**config.mk**
```make
export PLATFORM = sky130hd
export DESIGN_NAME = cpu
export DESIGN_NICKNAME = d
export VERILOG_FILES = /design/src/rtl/cpu.sv
export SDC_FILE = /design/constraint.sdc
export NUM_CORES = 1
export LEC_CHECK = 0
export ABC_AREA = 1
export CAP_MARGIN = 20
export CORE_MARGIN = 8
export CORE_UTILIZATION = 45
export DETAILED_ROUTE_END_ITERATION = 6
export MAX_ROUTING_LAYER = met4
export PLACE_DENSITY = 0.78
export SETUP_SLACK_MARGIN = 0.5
export SYNTH_ARGS = -nofsm -noshare
export SYNTH_HDL_FRONTEND = slang
export SYNTH_SLANG_ARGS = --single-unit
```
**constraint.sdc**
```tcl
create_clock -name i_clk -period 4.2 [get_ports i_clk]
set_clock_uncertainty 0.1 [all_clocks]
set_input_delay 0.42 -clock i_clk [delete_from_list [all_inputs] [get_ports i_clk]]
set_output_delay 0.42 -clock i_clk [all_outputs]
set_load 0.005 [all_outputs]
```
**src/rtl/cpu.sv**
```systemverilog
// Single-cycle 16-bit Hack-style core holding the A, D and PC registers.
// ROM, RAM and memory-mapped I/O live outside and are reached via o_pc / o_addrM.
module cpu (
    input  logic        i_clk,
    input  logic        i_rst_n,
    input  logic [15:0] i_instruct,
    input  logic [15:0] i_inM,
    output logic [15:0] o_pc,
    output logic [15:0] o_addrM,
    output logic [15:0] o_outM,
    output logic        o_writeM
);

    logic [15:0] r_a;
    logic [15:0] r_d;
    logic [15:0] r_pc;

    logic        w_isC;
    logic        w_selM;
    logic        w_zx, w_nx, w_zy, w_ny, w_f, w_no;
    logic        w_destA, w_destD, w_destM;
    logic        w_jlt, w_jeq, w_jgt;
    logic [15:0] w_x;
    logic [15:0] w_y;
    logic [15:0] w_aluOut;
    logic        w_zr;
    logic        w_ng;
    logic        w_jump;

    assign w_isC   = i_instruct[15];
    assign w_selM  = i_instruct[12];
    assign w_zx    = i_instruct[11];
    assign w_nx    = i_instruct[10];
    assign w_zy    = i_instruct[9];
    assign w_ny    = i_instruct[8];
    assign w_f     = i_instruct[7];
    assign w_no    = i_instruct[6];
    assign w_destA = i_instruct[5];
    assign w_destD = i_instruct[4];
    assign w_destM = i_instruct[3];
    assign w_jlt   = i_instruct[2];
    assign w_jeq   = i_instruct[1];
    assign w_jgt   = i_instruct[0];

    // The ALU decodes every instruction, even A-instructions, where its result is unused.
    always_comb begin
        w_x = w_zx ? 16'h0000 : r_d;
        if (w_nx) begin
            w_x = ~w_x;
        end
        w_y = w_zy ? 16'h0000 : (w_selM ? i_inM : r_a);
        if (w_ny) begin
            w_y = ~w_y;
        end
        w_aluOut = w_f ? (w_x + w_y) : (w_x & w_y);
        if (w_no) begin
            w_aluOut = ~w_aluOut;
        end
    end

    assign w_zr   = (w_aluOut == 16'h0000);
    assign w_ng   = w_aluOut[15];
    assign w_jump = w_isC & ((w_jlt & w_ng) | (w_jeq & w_zr) | (w_jgt & ~w_ng & ~w_zr));

    assign o_outM   = w_aluOut;
    assign o_writeM = i_rst_n & w_isC & w_destM;
    assign o_pc     = r_pc;
    assign o_addrM  = r_a;

    // A, D and PC all update from pre-edge values, so a jump always targets the old A.
    always_ff @(posedge i_clk or negedge i_rst_n) begin
        if (!i_rst_n) begin
            r_a  <= 16'h0000;
            r_d  <= 16'h0000;
            r_pc <= 16'h0000;
        end else begin
            if (!w_isC) begin
                r_a <= i_instruct;
            end else if (w_destA) begin
                r_a <= w_aluOut;
            end
            if (w_isC && w_destD) begin
                r_d <= w_aluOut;
            end
            r_pc <= w_jump ? r_a : (r_pc + 16'h0001);
        end
    end

endmodule

```
==> impl_metrics.ini <==
[route]
drc_errors = 0
ant_nets = 0
dr.pass1.iters = 5
drt-initial-drc-count = 396
wl_per_cell_um = 16.6
vias_per_cell = 5.28
wl_um = 15700
vias = 4975

[synth]
syn_nets = 748
syn-cell-area_mm2 = 0.00456
async_flop_share = 1.00
yosysWarnings = 0
avgSynthCellArea_um2 = 6.55
synth-seq-cells = 48
syn-instance-count = 696
synth.distinct_cells = 38
synth_ff_type = dfrtp_1
synth_edf_count = 0
ys_seq_area_frac = 0.264

[cells_and_area]
fin_nets = 860
layout_commonest_cell = nand2_1
areaGrowthSynthToFinish_pct = 35.8
drive_gt1_frac = 0.216
n_antenna_cell = 0
stdcell_area_mm2 = 0.00619
utilization = 0.630
layout_common_cells = nand2_1, inv_1, nand3_1, clkdlybuf4s50_1, nand2_2

[sta]
hold_slack_ns = 0.142
maxSlewViolCount = 0
fin_crit_ns = 3.70
tns_ns = 0
finalSetupViolCount = 0
rsz0062_at_grt = yes
tightest_slew_ns = 0.838
worst_slack_ns = 0.499
slew_headroom = 0.440
hold_viol = 0
post-route-period-util = 0.881
max_freq_mhz = 270

[pwr]
combPwrFrac = 0.600
sequentialPowerShare = 0.248
p_int_mw = 1.57
vdd_ir_drop_max_mv = 0.197
p_clk_frac = 0.152
p_sw_mw = 1.20
netSwitchingFraction = 0.434
power_leakage_nw = 3.15
power.density_mw_per_mm2 = 448

[cts]
clk_pin_slew_ns = 0.10
cts_buffer_depth = 2
cts_tree = done
cts_sinks = 48
h-tree-depth = 2
clk_latency_ns = 0.32
clockRootBuffer = clkbuf_8
cts_made_buffers = 5

[floorplanning]
core_mm2 = 0.00982
die_y_um = 117
dieArea_mm2 = 0.0136
fp-row-count = 36
initial_core_util = 0.464
die_w_um = 117
io_pins = 83

[global_route]
grt_start_max_net_pins = 49
track_usage = 0.234
grt_overflow_total = 0
grt_pass1_wl_um = 24200
antenna_found_initial = 0
grt_pass1_vias = 4820

[worst_setup_path]
ff2ff_path_depth = 19
critPathCaptureType = output port
crit_required_ns = 3.68
critPathKind = in2out
cp_max_fo = 4
crit_arrival_ns = 3.18
crit_chain = clkdlybuf4s50_1 > o21ai_1 > xor2_1 > ha_4 > inv_1 > nand2_1 > nand3_2 > nand2_2 > nand2_1 > nand2_1 > nand2_1 > nand3_2 > nand2_1 > nand2_1 > nand2_2 > inv_1 > clkdlybuf4s50_1
cpMaxStageDelayCell = clkdlybuf4s50_1
start_kind = input port
slowest_delay_ns = 0.50
crit_path_frequent_cell = nand2_1

[place]
dp_hpwl_um = 11700
dp_slack_ns = -0.0108
gp_congestion = 0.972
placed_area_mm2 = 0.00551
portBuffers = 82

[worst_hold_path]
hold_class = in2async

[outcome]
status = complete, no violations

[run]
drv_cap = 0
## metrics by stage
stage,instances,power (mW)
2_1_floorplan,696,1.56
3_3_place_gp,901,2.07
3_5_place_dp,901,2.11
4_1_cts,920,2.63
5_1_grt,942,2.97
6_report,942,2.77
## metal layers
metal  GRT usage  vias to the layer above  share of wire
met1       0.276                     2309           0.40
li1            -                     2412              -
met3      0.0434                       40          0.073
met4      0.0922                        0          0.031
met2       0.388                      214           0.49
met5           -                        -              0
## path summary, 6_finish.rpt
check / slack [ns] / endpoint / start
max: 0.50 / o_outM[9] / i_inM[2]
min: 0.14 / r_d[3]$_DFFE_PN0P_ / i_rst_n
max reg2reg: 0.80 / o_pc[1]$_DFF_PN0_ / o_addrM[0]$_DFFE_PN0P_
min reg2reg: 0.40 / r_d[3]$_DFFE_PN0P_ / r_d[3]$_DFFE_PN0P_
max in group asynchronous: 3.39 / o_addrM[2]$_DFFE_PN0P_ / i_rst_n
min in group i_clk: 0.40 / r_d[3]$_DFFE_PN0P_ / r_d[3]$_DFFE_PN0P_
## Yosys cell counts, drive strengths merged (2+ instances only)
cell type	instances	area share
o21ai	32	0.035
nand3	88	0.11
buf	11	0.018
o22ai	2	0.0027
clkbuf	15	0.015
a21oi	19	0.023
and2	3	0.0041
nor2	37	0.033
nor3	3	0.0058
dfrtp	48	0.26
xor2	47	0.090
o221ai	10	0.019
o211ai	4	0.0066
clkinv	2	0.0016
ha	17	0.047
xnor2	2	0.0038
nand4	5	0.0069
or2	3	0.0041
inv	106	0.087
nand2	237	0.22
## timing repair
item                                    in CTS  in global routing
gates resized for setup                     51                 51
pin swaps                                   14                 25
endpoints found under the setup margin      29                 28
cloned                                       1                  0
hold buffers                                 0                  0
buffers inserted                            10                 21
## registers in the layout (all words and copies together) (netlist names)
name	cells
o_addrM	16
o_pc	16
r_d	16
## final cells by class
| cell class | instances | area (um2) |
|---|---|---|
| clock buffer | 5 | 68.8 |
| fill | 927 | 3630 |
| inverter | 108 | 413 |
| sequential | 48 | 1210 |
| clock inverter | 3 | 68.8 |
| multi-input combinational | 514 | 3070 |
| tap | 133 | 166 |
| timing repair inverter | 1 | 5.00 |
| timing repair buffer | 130 | 1200 |
## worst max-delay path, delay by kind of cell
kind / cells / cell delay (ns)
AOI/OAI and AO/OA: 1 / 0.20
and+or+nand+nor: 10 / 0.92
adders and majority gates: 1 / 0.23
xor gates and xnor gates: 1 / 0.36
buffers and inverters: 4 / 1.05
## kinds of logic after synthesis
group | Yosys count | synth area share
AO/OA/AOI/OAI | 68 | 0.0887
XOR/XNOR | 49 | 0.0942
adder cells (fa/ha/maj) | 18 | 0.0511
buffers and inverters | 134 | 0.121
flip-flops | 48 | 0.264
AND/OR/NAND/NOR | 379 | 0.381
## power by group through the flow
stage / Sequential, mW / Combinational, mW / Clock, mW
6_report: 0.687 / 1.66 / 0.422
5_1_grt: 0.704 / 1.82 / 0.442
2_1_floorplan: 0.681 / 0.879 / 0
3_5_place_dp: 0.705 / 1.41 / 0
3_3_place_gp: 0.699 / 1.38 / 0
4_1_cts: 0.696 / 1.51 / 0.422
Note: power is estimated with default switching activity, not from simulation.
